<file path="config.mk">
export PLATFORM = sky130hd
export DESIGN_NAME = ds_sys_sequencer
export DESIGN_NICKNAME = d
export VERILOG_FILES = /design/src/rtl/ds_sys_sequencer.sv
export SDC_FILE = /design/constraint.sdc
export NUM_CORES = 1
export LEC_CHECK = 0
export CAP_MARGIN = 15
export CORE_MARGIN = 1.5
export CORE_UTILIZATION = 56
export CTS_CLUSTER_SIZE = 20
export DETAILED_ROUTE_END_ITERATION = 10
export GPL_TIMING_DRIVEN = 0
export PLACE_DENSITY = 0.84
export SYNTH_ARGS = -nofsm -noshare
export SYNTH_HDL_FRONTEND = slang
export SYNTH_SLANG_ARGS = --single-unit
</file>
<file path="constraint.sdc">
create_clock -name clk -period 3.3 [get_ports clk]
set_clock_uncertainty 0.05 [all_clocks]
set_input_delay 0.66 -clock clk [delete_from_list [all_inputs] [get_ports clk]]
set_output_delay 0.66 -clock clk [all_outputs]
set_load 0.02 [all_outputs]
</file>
<file path="src/rtl/ds_sys_sequencer.sv">
// Sequencer that owns the image-downsampler's data memory: load the image from a byte
// stream, hand the memory to the processor, then stream the result out on a valid/ready port.
module ds_sys_sequencer #(
  parameter int ADDR_W      = 19,
  parameter int IMG_BYTES   = 65536,
  parameter int OUT_BASE    = 65536,
  parameter int OUT_BYTES   = 16384,
  parameter int RUN_TIMEOUT = 4194304
) (
  input  logic              clk,
  input  logic              RST,
  input  logic              go,
  input  logic              rx_valid,
  input  logic [7:0]        rx_data,
  output logic              tx_valid,
  output logic [7:0]        tx_data,
  input  logic              tx_ready,
  output logic              proc_start,
  input  logic              proc_status,
  input  logic [1:0]        proc_mem,
  input  logic [ADDR_W-1:0] proc_addr,
  input  logic [7:0]        proc_wdata,
  output logic [7:0]        proc_rdata,
  output logic [ADDR_W-1:0] dm_addr,
  output logic [7:0]        dm_wdata,
  output logic              dm_we,
  input  logic [7:0]        dm_rdata,
  output logic [2:0]        phase,
  output logic              busy,
  output logic              done,
  output logic              err
);

  // Output handshake: a result byte moves when tx_valid && tx_ready on a rising edge;
  // tx_valid is only raised in DUMP_TX and tx_data is held constant until that handshake.
  typedef enum logic [2:0] {
    S_IDLE      = 3'd0,
    S_LOAD      = 3'd1,
    S_START     = 3'd2,
    S_RUN       = 3'd3,
    S_DUMP_ADDR = 3'd4,
    S_DUMP_CAP  = 3'd5,
    S_DUMP_TX   = 3'd6,
    S_DONE      = 3'd7
  } state_t;

  localparam logic [ADDR_W:0] LOAD_LAST = (ADDR_W+1)'(IMG_BYTES - 1);
  localparam logic [ADDR_W:0] DUMP_LAST = (ADDR_W+1)'(OUT_BYTES - 1);
  localparam logic [31:0]     RUN_LAST  = 32'(RUN_TIMEOUT - 1);
  localparam logic [ADDR_W-1:0] OUT_BASE_A = ADDR_W'(OUT_BASE);

  state_t            r_state, w_next;
  logic [ADDR_W:0]   r_load_cnt, r_dump_cnt;
  logic [31:0]       r_run_cnt;
  logic [7:0]        r_tx_data;
  logic              r_err;
  logic [ADDR_W-1:0] w_dump_addr;

  assign w_dump_addr = OUT_BASE_A + r_dump_cnt[ADDR_W-1:0];

  always_comb begin
    w_next     = r_state;
    dm_addr    = '0;
    dm_wdata   = '0;
    dm_we      = 1'b0;
    proc_start = 1'b0;
    tx_valid   = 1'b0;
    case (r_state)
      S_IDLE: if (go) w_next = S_LOAD;
      S_LOAD: begin
        dm_addr = r_load_cnt[ADDR_W-1:0];
        if (rx_valid) begin
          dm_we    = 1'b1;
          dm_wdata = rx_data;
          if (r_load_cnt == LOAD_LAST) w_next = S_START;
        end
      end
      S_START: begin
        proc_start = 1'b1;
        w_next     = S_RUN;
      end
      S_RUN: begin
        dm_addr  = proc_addr;
        dm_wdata = proc_wdata;
        dm_we    = (proc_mem == 2'b10);
        // Completion wins over a timeout landing on the same cycle.
        if (proc_status)                 w_next = S_DUMP_ADDR;
        else if (r_run_cnt == RUN_LAST)  w_next = S_DONE;
      end
      S_DUMP_ADDR: begin
        dm_addr = w_dump_addr;
        w_next  = S_DUMP_CAP;
      end
      S_DUMP_CAP: begin
        dm_addr = w_dump_addr;
        w_next  = S_DUMP_TX;
      end
      S_DUMP_TX: begin
        dm_addr  = w_dump_addr;
        tx_valid = 1'b1;
        if (tx_ready) w_next = (r_dump_cnt == DUMP_LAST) ? S_DONE : S_DUMP_ADDR;
      end
      S_DONE: if (go) w_next = S_LOAD;
      default: w_next = S_IDLE;
    endcase
  end

  always_ff @(posedge clk) begin
    if (RST) begin
      r_state    <= S_IDLE;
      r_load_cnt <= '0;
      r_dump_cnt <= '0;
      r_run_cnt  <= '0;
      r_tx_data  <= '0;
      r_err      <= 1'b0;
    end else begin
      r_state <= w_next;
      case (r_state)
        S_IDLE: if (go) r_load_cnt <= '0;
        S_LOAD: if (rx_valid) r_load_cnt <= r_load_cnt + 1'b1;
        S_START: r_run_cnt <= '0;
        S_RUN: begin
          r_run_cnt <= r_run_cnt + 1'b1;
          if (proc_status)                r_dump_cnt <= '0;
          else if (r_run_cnt == RUN_LAST) r_err      <= 1'b1;
        end
        // DM read data is registered, so it is captured one cycle after the address.
        S_DUMP_CAP: r_tx_data <= dm_rdata;
        S_DUMP_TX: if (tx_ready && (r_dump_cnt != DUMP_LAST)) r_dump_cnt <= r_dump_cnt + 1'b1;
        S_DONE: if (go) begin
          r_err      <= 1'b0;
          r_load_cnt <= '0;
        end
        default: ;
      endcase
    end
  end

  assign tx_data    = r_tx_data;
  assign proc_rdata = dm_rdata;
  assign phase      = r_state;
  assign busy       = (r_state != S_IDLE) && (r_state != S_DONE);
  assign done       = (r_state == S_DONE);
  assign err        = r_err;

endmodule

</file>
# Word-level counts from Yosys, hierarchy flattened
# Index checks and enable logic that the tools add are counted.
# Widths: inputs -> output; s select.
totals:
  regBits: 84
  elab_cells: 73
  in_bits: 51
  out_inout_bits: 52
op_classes:
  mux: 26
  n_eq_ne: 23
  n_reduce_logical: 14
  add_sub_neg: 4
ops:
  columns: ["operator", "n"]
  rows:
  - ["$mux 20", 4]
  - ["$pmux 20 s2", 2]
  - ["$pmux 32 s2", 1]
  - ["$pmux 19 s3", 1]
  - ["$add 20x1->20 const B", 2]
  - ["$add 32x1->32 const B", 1]
  - ["$eq 32x22->1 const B", 1]
  - ["$pmux 3 s7", 1]
  - ["$eq 20x14->1 const B", 1]
  - ["$eq 20x16->1 const B", 1]
  - ["$ne 20x14->1 const B", 1]
  - ["$add 17x19->19 const A", 1]
  - ["$mux 3", 6]
  - ["$ne 2x2->1 const B", 8]
  - ["$pmux 8 s2", 1]
  - ["$eq 3x3->1 const B", 4]
  - ["$mux 8", 1]
  - ["$reduce_bool 2->1", 4]
  - ["$eq 3x2->1 const B", 2]
  - ["$mux 1", 6]
  - ["$ne 3x3->1 const B", 2]
  - ["$reduce_and 3->1", 2]
  - ["$reduce_and 5->1", 1]
  - ["$pmux 1 s2", 2]
  - ["other kinds (10)", 11]

# Logic depth before layout (Yosys ltp)
logic_depth:
  word_depth: 4
  depth_mapped: 8
  depth_no_buf: 6

# Least setup slack after synthesis
# Ideal clock, no wire load.
synth_path:
  path_kind: "reg-to-output"
  start: "register r_state[1], in the netlist phase[1]"
  end: "output port dm_addr[0]"
  path_slack_ns: 0.732
  t_arrival_ns: 1.858
  t_required_ns: 2.590
  n_path_buf: 3
  stages_incl_launch_ff: 6
  cell_sequence: "dfxtp_1 buf_2 buf_2 buf_1 mux2i_1 o21ai_0"
synth_between:
  elab_chain_cells: 3
  word_cells_on_any_way: 7
  cone_classes: "5 x eq/ne; 1 x mux; 1 x reduce/logical"
synth_lines:
  columns: ["element", "line_no", "rtl"]
  rows:
  - ["from (decl)", "52", "state_t r_state, w_next;"]
  - ["from (signal assigned)", "117", "r_state <= w_next;"]
  - ["$eq 3x3->1", "68", "case (r_state)"]
  - ["$reduce_or 3->1 (no source line)", null, null]
  - ["$pmux 19 s3 *", "68", null]
  - ["to (decl)", "24", "output logic [ADDR_W-1:0] dm_addr,"]
# Mark *: on every way between the ends. The rest lies on a longest branch, timed or not.

# Worst setup path after layout
layout_path:
  start: "register r_state[2], in the netlist phase[2]"
  end: "output port dm_addr[11]"
# Same word-level chain as after synthesis.

==> results.txt <==
- Run status: complete, no violations
- Setup violations remaining at the end of the flow were counted as 0.
- Initial drt markers: 430
- The path class of the tightest hold or removal check is register to register.
- Counting every net in the synthesized netlist gives 667.
* Clock transition at the registers of the reported paths: 0.07 ns
- Full die area: 9420 sq um
* Width of the die: 97.1 um
- STA classifies the critical path endpoint as a primary output.
* RSZ-0062 raised after global routing: true
- Yosys top cell area share: 0.339
* TritonRoute pass-1 iters: 5
- Count of different cell masters after synthesis: 63
- Arrival time of the worst setup path: 2.49 ns
* Synth Register Bits: 84
- In this run the worst path has a maximum fanout of 10.
- Logic pwr share: 0.101
- Via count: 5275
- For the pin with the worst max-slew slack, the measured transition is 0.720 ns.
- Count of standard-cell rows: 34
* Cell area after synthesis: 4960 sq um
- In this run the number of H-tree levels came out at 3.
- The initial utilization of the core area, before any placement, comes to 0.574.
- Dividing the detail-routed via count by the number of cells gives 6.32.
- Dividing the final minimum period by the clock period gives 0.971.
* Post-CTS setup buffer count: 0
- Highest metal used: met4
- In the detailed route, the total length drawn on met3 is 866 um.
* Slowest stage delay, CP: 0.64 ns
- Relative to the synthesized area, the layout overhead comes to 27.9%.
* Share of total power in sequential cells: 0.506
* Clock buffers created by TritonCTS: 9
- Across all setup checks in the final design, the least slack found is 0.0963 ns.
* Library cell used as clock root buffer: sky130_fd_sc_hd__clkbuf_8
- Yosys mapped a number of flops with a built-in enable equal to 0.
- Highest attainable clock frequency: 312 MHz
- Layout cells sized above 1: 0.0950
* Setup slack on the worst flop-to-flop path: 0.81 ns
- Entering global routing, the biggest net connects 16 pins.
- Clock Power Share: 0.393
- Switching fraction of total power: 0.256
- Worst setup timing slack at the placement stage: 0.0322 ns
* Power Internal: 0.00150 W
- Number of hold violations in the final report: 0
- Mean post-synth cell area: 8.11 sq um
- Global-route wire length before repair: 24800 um
- Most repeated library cell on the critical path: sky130_fd_sc_hd__buf_2
* Count of yosys warnings during synthesis: 0
- Synthesis produced a netlist whose cell count is 611.
- The die is 97.1 um tall.
- Post-synth top flop: sky130_fd_sc_hd__dfxtp_1
- No sink is reached through more buffers than the 2 on the longest clock path.
- Wire length after detailed routing: 15000 um
- The critical path contains buffers and inverters numbering 4 combined.
* Sequence of cells on the critical path: buf_2 > buf_2 > clkbuf_1 > nand3_1 > o21ai_0 > clkdlybuf4s50_1
- Count of pins on the block boundary: 103
* DRT met1 WL: 6070 um
- Worst EP required: 2.59 ns
- Placed wire-length estimate: 11200 um
- # Max-Cap Violations: 0
* Pwr Density: 317 nW/um^2
* # clock sinks: 84
* Type of origin of the critical path: register
* Standard cell with the maximum stage delay on the critical path: sky130_fd_sc_hd__clkdlybuf4s50_1
- Top cells by area in the synthesized netlist: sky130_fd_sc_hd__dfxtp_1 34%, sky130_fd_sc_hd__mux2i_1 6.1%, sky130_fd_sc_hd__nor2_1 4.4%, sky130_fd_sc_hd__nand2_1 3.9%, sky130_fd_sc_hd__a21oi_1 3.8%
* Final global-route overflow total: 0
* Final-layout setup total negative slack: 0 ns
- Number of antenna violations at the first check in global routing: 0
- Slew margin rel.: 0.520
* Worst IR Drop VDD: 0.209 mV
- Dividing the detail-routed wire length by the instance count gives 18.0 um.
- Family with the most delay on the worst path: buffers and inverters
- The clock reaches the later pin of the worst-skew pair after 0.36 ns.
- After detailed routing, the met2 layer carries 7660 um of wire.
- Post-synth top cells: 84 x sky130_fd_sc_hd__dfxtp_1, 58 x sky130_fd_sc_hd__nor2_1, 51 x sky130_fd_sc_hd__nand2_1
- After synthesis, the share of flip-flops with an asynchronous set or reset is 0.
- The final layout contains 777 nets.
- For this design the total switching power over the nets is 0.000515 W.
- At the end of routability-driven placement, the weighted congestion stood at 0.973.
* Fin. max-slew vios: 0
* WS Path Type: register to primary output
- Static Leakage: 2.34 nW
- In the global route stage, overall resource usage came out at 0.318.
- 0 antenna diodes ended up in the layout.
* CTS tree: yes
* Sequential cell area fraction in the yosys report: 0.339
* Synth area leader: sky130_fd_sc_hd__dfxtp_1
- The via count of the first global-routing pass is 5169.
* Post-detailed-route count of antenna-violating nets: 0
- The region available for standard cell placement spans 8640 sq um.
- Dominant cell by count in the synthesized netlist: sky130_fd_sc_hd__dfxtp_1
- Remaining routing DRC violations: 0
* Port Buffer Count: 101
* Crit path time final: 3.20 ns
==> worst paths after layout <==
path | from | to | cells after the start
worst max-delay path | phase[2] | dm_addr[11] | 6
worst min-delay path | r_run_cnt[6] | r_run_cnt[6] | 2
worst max register to register | r_dump_cnt[0] | r_dump_cnt[5] | 7
worst min register to register | r_run_cnt[6] | r_run_cnt[6] | 2
==> cell type report <==
class | count | area [sq um]
sequential | 84 | 1680
buffer | 46 | 241
fill | 666 | 2290
clock inverter | 6 | 68.8
timing repair buffer | 101 | 1030
clock buffer | 10 | 138
inverter | 15 | 57.6
multi-input combinational | 464 | 2990
tap | 108 | 135
==> metrics by stage <==
step	area [sq um]	total power (W)	instances	hold slack [ns]	utilization
finish	6340	0.00201	834	0.439	0.734
global route	6340	0.00206	834	0.483	0.734
CTS	6320	0.00200	835	0.434	0.732
detailed placement	6100	0.00124	820	0.423	0.707
global placement	6100	0.00124	820	0.414	0.707
floorplan	4960	0.00113	611	0.391	-
==> cell usage in the layout, fill, tap and decap left out, types with 16 or more instances in the layout <==
master                             n
sky130_fd_sc_hd__dfxtp_1          84
sky130_fd_sc_hd__nor2_1           58
sky130_fd_sc_hd__nor3_1           16
sky130_fd_sc_hd__a21oi_1          38
sky130_fd_sc_hd__o21ai_0          31
sky130_fd_sc_hd__nand2_1          50
sky130_fd_sc_hd__nand4_1          21
sky130_fd_sc_hd__clkdlybuf4s50_1  93
sky130_fd_sc_hd__mux2i_1          30
sky130_fd_sc_hd__clkbuf_1         16
sky130_fd_sc_hd__nand3_1          36
sky130_fd_sc_hd__and3_1           17
==> worst min-delay path, stage by stage, from the launching register on <==
cell and delay [ns]:
sky130_fd_sc_hd__dfxtp_1 0.34, sky130_fd_sc_hd__nand2_1 0.06, sky130_fd_sc_hd__a21oi_1 0.05
==> power groups by stage <==
stage	clock, W	combinational (W)	sequential, W
floorplan	0	0.0000890	0.00104
global placement	0	0.000197	0.00104
detailed placement	0	0.000200	0.00104
CTS	0.000784	0.000201	0.00102
global route	0.000829	0.000216	0.00102
finish	0.000791	0.000202	0.00102
==> cells by family (layout without fill, tap and decap cells) <==
family / Yosys count / count (layout) / share of synthesized area
mux: 41 / 41 / 0.0856
fa+ha+maj: 5 / 5 / 0.0126
compound gates: 132 / 132 / 0.178
simple gates: 266 / 266 / 0.290
xor+xnor: 20 / 20 / 0.0353
buf+inv: 63 / 178 / 0.0598
flops: 84 / 84 / 0.339
==> routing by layer <==
layer,track usage,vias up
met5,0,-
met4,0.119,0
met3,0.0504,41
met2,0.573,223
met1,0.378,2518
li1,-,2493
==> state kept, by name, indices dropped and copies added (netlist names) <==
signal / count
err: 1
phase: 3
tx_data: 8
r_run_cnt: 32
r_load_cnt: 20
r_dump_cnt: 20
==> repair_timing <==
item	4_1_cts	5_1_grt
setup endpoints to repair	20	28
hold buffers	0	0
gates cloned	0	0
gates resized for setup	6	12
endpoints found under the hold margin	0	0
Note: power is estimated with default switching activity, not from simulation.
